## config.mk

```make
export PLATFORM = sky130hd
export DESIGN_NAME = seq_detect_prog
export DESIGN_NICKNAME = d
export VERILOG_FILES = /design/src/rtl/seq_detect_prog.sv
export SDC_FILE = /design/constraint.sdc
export NUM_CORES = 1
export LEC_CHECK = 0
export ABC_AREA = 0
export CORE_ASPECT_RATIO = 1.2
export CORE_MARGIN = 2
export CORE_UTILIZATION = 40
export CTS_BUF_LIST = sky130_fd_sc_hd__clkbuf_8
export CTS_CLUSTER_SIZE = 10
export DETAILED_ROUTE_END_ITERATION = 10
export PLACE_DENSITY = 0.65
export SYNTH_ARGS = -nofsm -noshare
export SYNTH_HDL_FRONTEND = slang
export SYNTH_SLANG_ARGS = --single-unit
```

## constraint.sdc

```tcl
create_clock -name clk -period 2.3 [get_ports clk]
set_input_delay 0.46 -clock clk [delete_from_list [all_inputs] [get_ports clk]]
set_output_delay 0.46 -clock clk [all_outputs]
set_load 0.005 [all_outputs]
```

## src/rtl/seq_detect_prog.sv

```systemverilog
// Programmable serial pattern detector: compares the newest len accepted bits
// against a loadable pattern, with a one-cycle match pulse and a saturating match counter.
module seq_detect_prog #(
    parameter int                 MAX_LEN     = 8,
    parameter int                 LEN_W       = 4,
    parameter int                 CNT_W       = 8,
    parameter logic [MAX_LEN-1:0] RST_PATTERN = 8'b0000_1011,
    parameter int                 RST_LEN     = 4,
    parameter bit                 RST_OVERLAP = 1'b1
) (
    input  logic               clk,
    input  logic               reset,
    input  logic               inp_valid,
    input  logic               inp_bit,
    input  logic               cfg_we,
    input  logic [MAX_LEN-1:0] cfg_pattern,
    input  logic [LEN_W-1:0]   cfg_len,
    input  logic               cfg_overlap,
    input  logic               cnt_clr,
    output logic               seq_seen,
    output logic [CNT_W-1:0]   match_count
);

    localparam logic [LEN_W-1:0] MAX_LEN_L = LEN_W'(MAX_LEN);
    localparam logic [LEN_W-1:0] RST_LEN_L = (RST_LEN > MAX_LEN) ? LEN_W'(MAX_LEN) : LEN_W'(RST_LEN);
    localparam logic [CNT_W-1:0] CNT_MAX   = {CNT_W{1'b1}};

    logic [MAX_LEN-1:0] hist_r;
    logic [LEN_W-1:0]   fill_r;
    logic [MAX_LEN-1:0] pat_r;
    logic [LEN_W-1:0]   len_r;
    logic               ovl_r;
    logic               seq_seen_r;
    logic [CNT_W-1:0]   match_count_r;

    logic               accept_s;
    logic [MAX_LEN-1:0] hist_n_s;
    logic [LEN_W-1:0]   fill_inc_s;
    logic [LEN_W-1:0]   len_load_s;
    logic [MAX_LEN-1:0] mask_s;
    logic               match_s;

    // Next history/fill, clamped config length and the match decision
    always_comb begin
        accept_s = inp_valid & ~cfg_we;
        hist_n_s = {hist_r[MAX_LEN-2:0], inp_bit};
        if (fill_r >= MAX_LEN_L) begin
            fill_inc_s = MAX_LEN_L;
        end else begin
            fill_inc_s = fill_r + LEN_W'(1);
        end
        if (cfg_len > MAX_LEN_L) begin
            len_load_s = MAX_LEN_L;
        end else begin
            len_load_s = cfg_len;
        end
        mask_s = {MAX_LEN{1'b0}};
        for (int i = 0; i < MAX_LEN; i++) begin
            if (i < int'(len_r)) begin
                mask_s[i] = 1'b1;
            end else begin
                mask_s[i] = 1'b0;
            end
        end
        // Only the newest len bits take part; fill guarantees none predate the last clear
        match_s = accept_s && (len_r != {LEN_W{1'b0}}) && (fill_inc_s >= len_r)
                  && (((hist_n_s ^ pat_r) & mask_s) == {MAX_LEN{1'b0}});
    end

    // Config, history, match pulse and counter registers
    always_ff @(posedge clk) begin
        if (reset) begin
            hist_r        <= {MAX_LEN{1'b0}};
            fill_r        <= {LEN_W{1'b0}};
            pat_r         <= RST_PATTERN;
            len_r         <= RST_LEN_L;
            ovl_r         <= RST_OVERLAP;
            seq_seen_r    <= 1'b0;
            match_count_r <= {CNT_W{1'b0}};
        end else begin
            if (cfg_we) begin
                pat_r      <= cfg_pattern;
                len_r      <= len_load_s;
                ovl_r      <= cfg_overlap;
                hist_r     <= {MAX_LEN{1'b0}};
                fill_r     <= {LEN_W{1'b0}};
                seq_seen_r <= 1'b0;
            end else if (accept_s) begin
                hist_r     <= hist_n_s;
                fill_r     <= (match_s && !ovl_r) ? {LEN_W{1'b0}} : fill_inc_s;
                seq_seen_r <= match_s;
            end else begin
                seq_seen_r <= 1'b0;
            end
            if (cnt_clr) begin
                match_count_r <= match_s ? CNT_W'(1) : {CNT_W{1'b0}};
            end else if (match_s && (match_count_r != CNT_MAX)) begin
                match_count_r <= match_count_r + CNT_W'(1);
            end else begin
                match_count_r <= match_count_r;
            end
        end
    end

    assign seq_seen    = seq_seen_r;
    assign match_count = match_count_r;

endmodule
```

==> results.sh, run 1 <==
export IMPL_dp_cells=264
export IMPL_clk_latency_ns=0.29
export IMPL_layout_min_cycle_time_ns=2.27
export IMPL_final_nets=247
export IMPL_yosysSeqAreaShare_pct=38.9
export IMPL_yosys_area_top_type="dfxtp_1"
export IMPL_cp_arrival_ns=2.50
export IMPL_yosys_warnings=0
export IMPL_syn_area_per_cell_um2=9.28
export IMPL_core_um2=4000
export IMPL_grt_pass1_wl_um=6020
export IMPL_die_x_um=63.5
export IMPL_cp_required_ns=2.53
export IMPL_synth_cells=183
export IMPL_syn_to_final_growth_pct=35.0
export IMPL_outcome="finished clean"
export IMPL_finish_instance_area_um2=2290
export IMPL_drc=0
export IMPL_p_leak_nw=0.847
export IMPL_instances_no_fill=276
export IMPL_final_hold_viol_count=0
export IMPL_power_density_nw_per_um2=542
export IMPL_yosysMostFrequentCell="dfxtp_1"
export IMPL_overflow=0
export IMPL_path_clk_slew_ns=0.07
export IMPL_tns_ns=0
export IMPL_first_pass_iters=4
export IMPL_ant_nets=0
export IMPL_die_area_um2=4780
export IMPL_max_freq_mhz=441
export IMPL_ir_drop_mv=0.531
export IMPL_slew_headroom_pct=75.2
export IMPL_via_per_inst=5.18
export IMPL_wl_per_cell_um=13.6
export IMPL_synth_area_leaders="dfxtp_1 (39%), mux2i_1 (7.7%), ha_1 (5.2%)"
export IMPL_max_slew_worst_pin_slew_ns=0.370
export IMPL_start_util_pct=42.4
export IMPL_die_y_um=75.4
export IMPL_cp_top_family="compound AO/OA/AOI/OAI gates"
export IMPL_clk_path_buf_depth=2
export IMPL_worstSetupPathType="register to register"
export IMPL_fin_util_pct=57.3
export IMPL_grt_start_max_net_pins=19
export IMPL_htreeDepth=2
export IMPL_netlist_area_um2=1700
export IMPL_antenna_found_initial=0
export IMPL_ys_top_cells_by_count="dfxtp_1 (33), nor2_1 (21), mux2i_1 (13)"
export IMPL_hp_class="register to register"
export IMPL_synth_top_area_share_pct=38.9
export IMPL_place_congestion=0.833
export IMPL_cpMaxStageDelayCell="dfxtp_4"
export IMPL_rsz0062_at_grt="true"
export IMPL_ys_ff_latch=33
export IMPL_vias=1429
export IMPL_dpl_cell_area_um2=2040
export IMPL_drv_cap=0
export IMPL_fin_worst_skew_ns=0.00672
export IMPL_synthesis_nets=209
export IMPL_total_power_mw=1.24
export IMPL_rows=25
export IMPL_cp_start_kind="register"
export IMPL_drtIter0Drc=80
export IMPL_synth_ff_type="dfxtp_1"
export IMPL_synth_edf_count=0
export IMPL_cp_num_buf_inv=1
export IMPL_diodes=0
export IMPL_path_cells="ha_4, xnor2_2, nor2_2, ha_2, o21a_1, o211ai_2, nor3_4, nand4_1, buf_4, o21bai_4, a21oi_2"
export IMPL_gr_usage_all_layers_pct=16.2
export IMPL_finalCritPeriodShare_pct=98.7
export IMPL_cp_max_fo=6
export IMPL_cts_tree="yes"
export IMPL_cpPeakStageDelay_ns=0.37
export IMPL_wl_um=3770
export IMPL_setup_viol=0
export IMPL_cts_made_buffers=5
export IMPL_synthArstFlopShare_pct=0
export IMPL_yosysUniqueCellTypes=44
export IMPL_drive_gt1_share_pct=22.1
export IMPL_dp_hpwl_um=2740
export IMPL_grt_pass1_vias=1377
export IMPL_end_kind="register"
export IMPL_cts_root_buf="clkbuf_8"
export IMPL_ios=28
export IMPL_drv_slew=0
export IMPL_port_buffers=27
export IMPL_clock_sinks=33
-- where the power goes --
group	total [mW]	switching (mW)	internal (mW)
sequential	0.601	0.0142	0.586
combinational	0.161	0.0726	0.0882
clock	0.480	0.210	0.270
-- layer usage --
layer | global-route usage [%] | up-vias | share of wire, %
li1 | - | 727 | -
met1 | 17.2 | 663 | 41
met2 | 31.2 | 28 | 53
met3 | 3.10 | 11 | 3.3
met4 | 7.97 | 0 | 2.7
met5 | 0 | - | 0
-- registers in the layout (all words and copies together), names as in the netlist --
name,count
hist_r,7
seq_seen,1
match_count,8
fill_r,4
len_r,4
ovl_r,1
pat_r,8
-- area by class of cell --
| cell class | instances | area (um^2) |
|---|---|---|
| Clock inverter | 1 | 5.00 |
| Timing Repair Buffer | 39 | 360 |
| Sequential cell | 33 | 666 |
| Inverter | 7 | 26.3 |
| Multi-Input combinational cell | 135 | 1070 |
| Fill cell | 378 | 1710 |
| Clock buffer | 7 | 96.3 |
| Tap cell | 54 | 67.6 |
-- worst register-to-register path, cell delays in order (launching register included) --
cell and delay (ns):
dfxtp_4 0.37, ha_4 0.16, xnor2_2 0.13, nor2_2 0.07, ha_2 0.32, o21a_1 0.13
o211ai_2 0.13, nor3_4 0.25, nand4_1 0.17, buf_4 0.18, o21bai_4 0.17, a21oi_2 0.14
-- per-stage QoR --
step / worst slack (ns) / hold WS, ns
floorplan: 0.172 / 0.476
global placement: 0.0862 / 0.494
detailed placement: -0.105 / 0.508
CTS: 0.0216 / 0.521
global route: -0.0928 / 0.530
finish: 0.0309 / 0.507
-- path summary, 6_finish.rpt --
| check | end | cells after the start | slack (ns) | startpoint |
|---|---|---|---|---|
| max | match_count[0]$_SDFFE_PP0P_ | 11 | 0.03 | fill_r[0]$_SDFFE_PP0P_ |
| min | fill_r[1]$_SDFFE_PP0P_ | 2 | 0.51 | fill_r[1]$_SDFFE_PP0P_ |
| max reg2reg | match_count[0]$_SDFFE_PP0P_ | 11 | 0.03 | fill_r[0]$_SDFFE_PP0P_ |
| min reg2reg | fill_r[1]$_SDFFE_PP0P_ | 2 | 0.51 | fill_r[1]$_SDFFE_PP0P_ |
-- logic make-up after synthesis --
family / count (synthesis) / share of synthesized area (%)
and+or+nand+nor: 66 / 21.4
buffers and inverters: 16 / 5.09
DFF: 33 / 38.9
muxes: 13 / 7.66
xor gates and xnor gates: 9 / 5.75
adders and majority gates: 7 / 5.16
AOI/OAI and AO/OA: 39 / 16.1
-- layout by cell type, fill, tap and decap left out, types with 2 or more instances in the layout --
master,synthesis,routed
nor2b_1,5,4
nand3_1,9,9
or3_1,5,3
and3_1,4,4
mux2i_1,13,13
a21oi_1,8,5
ha_1,7,4
clkdlybuf4s50_1,0,27
nor3b_1,2,2
or2_2,3,3
xnor2_1,8,7
a21oi_2,0,3
ha_4,0,2
nor2_1,21,20
inv_1,7,7
nor2b_4,1,2
a31oi_1,2,2
nand2_1,7,7
buf_4,1,12
dfxtp_1,33,31
a22oi_1,2,2
or3_4,0,2
o21ai_0,6,6
a211o_1,5,5
o21ai_1,4,4
clkbuf_8,0,7
-- repair_timing --
item	in CTS	in global routing
pin swaps	0	11
gates resized for setup	5	16
endpoints found under the setup margin	7	12
hold buffers	0	0
cloned	0	1
setup buffers	0	3
Power figures use the tool's default switching activity.
==> inputs of run 2 (changes only) <==
- CORE_UTILIZATION: 40 -> 45
- PLACE_DENSITY: 0.65 -> 0.72
==> run 2 against run 1 <==
Critical path type unchanged. Critical path depth down 1. Cell count down 0.72%. Sequential share of layout area down 0.28 points. The flow now finishes with violations (setup timing). Routed wire length up 8.0%. Largest cell class unchanged. Highest routed layer unchanged.
==> results.sh, run 2 (same netlist as run 1, synthesis figures left out) <==
export IMPL_outcome="complete, but fails checks"
export IMPL_violations="setup timing"
export IMPL_syn_to_final_growth_pct=36.8
export IMPL_hold_path_cell_count=2
export IMPL_cp_start_kind="register"
export IMPL_grt_pass1_wl_um=6420
export IMPL_place_congestion=0.837
export IMPL_first_pass_iters=4
export IMPL_port_buffers=27
export IMPL_r2r_end="match_count[0]$_SDFFE_PP0P_"
export IMPL_final_hold_viol_count=0
export IMPL_reg2reg_depth=10
export IMPL_rsz0062_at_grt="true"
export IMPL_clk_latency_ns=0.30
export IMPL_layout_min_cycle_time_ns=2.33
export IMPL_drv_cap=0
export IMPL_worstSetupPathType="register to register"
export IMPL_clock_sinks=33
export IMPL_cpMaxStageDelayCell="dfxtp_4"
export IMPL_slew_headroom_pct=77.2
export IMPL_hold_buffers=0
export IMPL_cts_root_buf="clkbuf_8"
export IMPL_final_nets=247
export IMPL_post_place_ws_ns=-0.0821
export IMPL_min_to="match_count[6]$_SDFFE_PP0P_"
export IMPL_drtIter0Drc=123
export IMPL_cts_made_buffers=5
export IMPL_timing_rr_start="fill_r[0]$_SDFFE_PP0P_"
export IMPL_die_area_um2=4280
export IMPL_ff2ff_setup_slack_ns=-0.03
export IMPL_final_common_cell="dfxtp_1"
export IMPL_drc=0
export IMPL_cp_common_cell="ha_4"
export IMPL_cp_required_ns=2.53
export IMPL_cp_arrival_ns=2.55
export IMPL_via_per_inst=5.46
export IMPL_rows=24
export IMPL_dp_hpwl_um=2840
export IMPL_setup_viol=2
export IMPL_wl_um=4070
export IMPL_finalHoldWorstSlack_ns=0.509
export IMPL_overflow=0
export IMPL_drv_slew=0
export IMPL_start_util_pct=46.7
export IMPL_max_slew_worst_pin_slew_ns=0.342
export IMPL_fin_worst_skew_ns=0.0108
export IMPL_grt_pass1_vias=1504
export IMPL_layout_common_cells="dfxtp_1 (31), clkdlybuf4s50_1 (27), nor2_1 (19)"
export IMPL_diodes=0
export IMPL_hp_start="match_count[6]$_SDFFE_PP0P_"
export IMPL_total_power_mw=1.25
export IMPL_grt_start_max_net_pins=19
export IMPL_timing_final_ws_setup_ns=-0.0267
export IMPL_ant_nets=0
export IMPL_antenna_found_initial=0
export IMPL_max_freq_mhz=430
export IMPL_htreeDepth=2
export IMPL_drive_gt1_share_pct=23.0
export IMPL_path_cells="ha_4, xnor2_2, nor2_2, ha_4, o21a_1, o211ai_2, nor3_4, nand4_1, o21bai_1, a21oi_1"
export IMPL_die_x_um=60.1
export IMPL_p_leak_nw=0.856
export IMPL_cts_tree="yes"
export IMPL_core_um2=3630
export IMPL_die_y_um=71.3
export IMPL_end_kind="register"
export IMPL_ir_drop_mv=0.422
export IMPL_path_clk_slew_ns=0.07
export IMPL_wl_per_cell_um=14.8
export IMPL_hp_class="register to register"
export IMPL_gr_usage_all_layers_pct=19.8
export IMPL_fin_util_pct=63.9
export IMPL_power_density_nw_per_um2=537
export IMPL_ios=28
export IMPL_clk_path_buf_depth=2
export IMPL_finalCritPeriodShare_pct=101
export IMPL_cpPeakStageDelay_ns=0.37
export IMPL_vias=1495
export IMPL_cp_max_fo=6
## run 2: final cells by class
class,instances,area (um^2)
Fill cell,301,1310
Multi-Input combinational cell,135,1090
Sequential cell,33,668
Timing Repair Buffer,39,368
Clock buffer,7,96.3
Tap cell,52,65.1
Inverter,7,26.3
Clock inverter,1,5.00
## run 2: worst max-delay path, delay by kind of cell (launching register included)
family                   cells  cell delay (ns)
AO/OA/AOI/OAI                4             0.65
AND/OR/NAND/NOR              3             0.61
adder cells (fa/ha/maj)      2             0.43
flip-flops                   1             0.37
XOR/XNOR                     1             0.19
## run 2: stage by stage
stage,setup TNS (ns),std cells,area (um^2)
2_1_floorplan,0,183,1700
3_3_place_gp,0,261,2030
3_5_place_dp,-0.190,261,2030
4_1_cts,0,269,2160
5_1_grt,-0.997,274,2320
6_report,-0.0342,274,2320
## run 2: worst max-delay path by stage
stage | from | endpoint | slack, ns | cells after the start
after CTS | fill_r[0]$_SDFFE_PP0P_ | fill_r[0]$_SDFFE_PP0P_ | 0.005 | 8
after floorplan | fill_r[0]$_SDFFE_PP0P_ | match_count[6]$_SDFFE_PP0P_ | 0.17 | 10
after global placement | inp_bit | match_count[7]$_SDFFE_PP0P_ | 0.09 | 7
final | fill_r[0]$_SDFFE_PP0P_ | match_count[0]$_SDFFE_PP0P_ | -0.03 | 10
after detailed placement | fill_r[0]$_SDFFE_PP0P_ | fill_r[0]$_SDFFE_PP0P_ | -0.08 | 9
after global routing | fill_r[0]$_SDFFE_PP0P_ | match_count[0]$_SDFFE_PP0P_ | -0.14 | 10
## run 2: power breakdown
| group | leakage [nW] | internal [mW] | switching [mW] |
|---|---|---|---|
| Sequential | 0.270 | 0.585 | 0.0153 |
| Clock | 0.0542 | 0.270 | 0.213 |
| Combinational | 0.531 | 0.0891 | 0.0740 |
| Total | 0.856 | 0.944 | 0.303 |
## run 2: timing repair
action / 4_1_cts / 5_1_grt
resized for setup: 4 / 27
pin swaps: 0 / 20
gates cloned: 0 / 1
endpoints found under the setup margin: 7 / 12
setup buffers: 0 / 4
## run 2: routing by layer
metal	wire length [um]	vias to the layer above	track usage, %
met3	181	17	5.78
met1	1580	710	21.3
met5	0	-	0
met4	166	0	11.9
met2	2140	45	33.3
li1	-	723	-
==> inputs of run 3 (changes only) <==
- SLEW_MARGIN: default -> 20
==> results of run 3 <==
No change in the layout: final DEF, timing and power equal those of run 2.
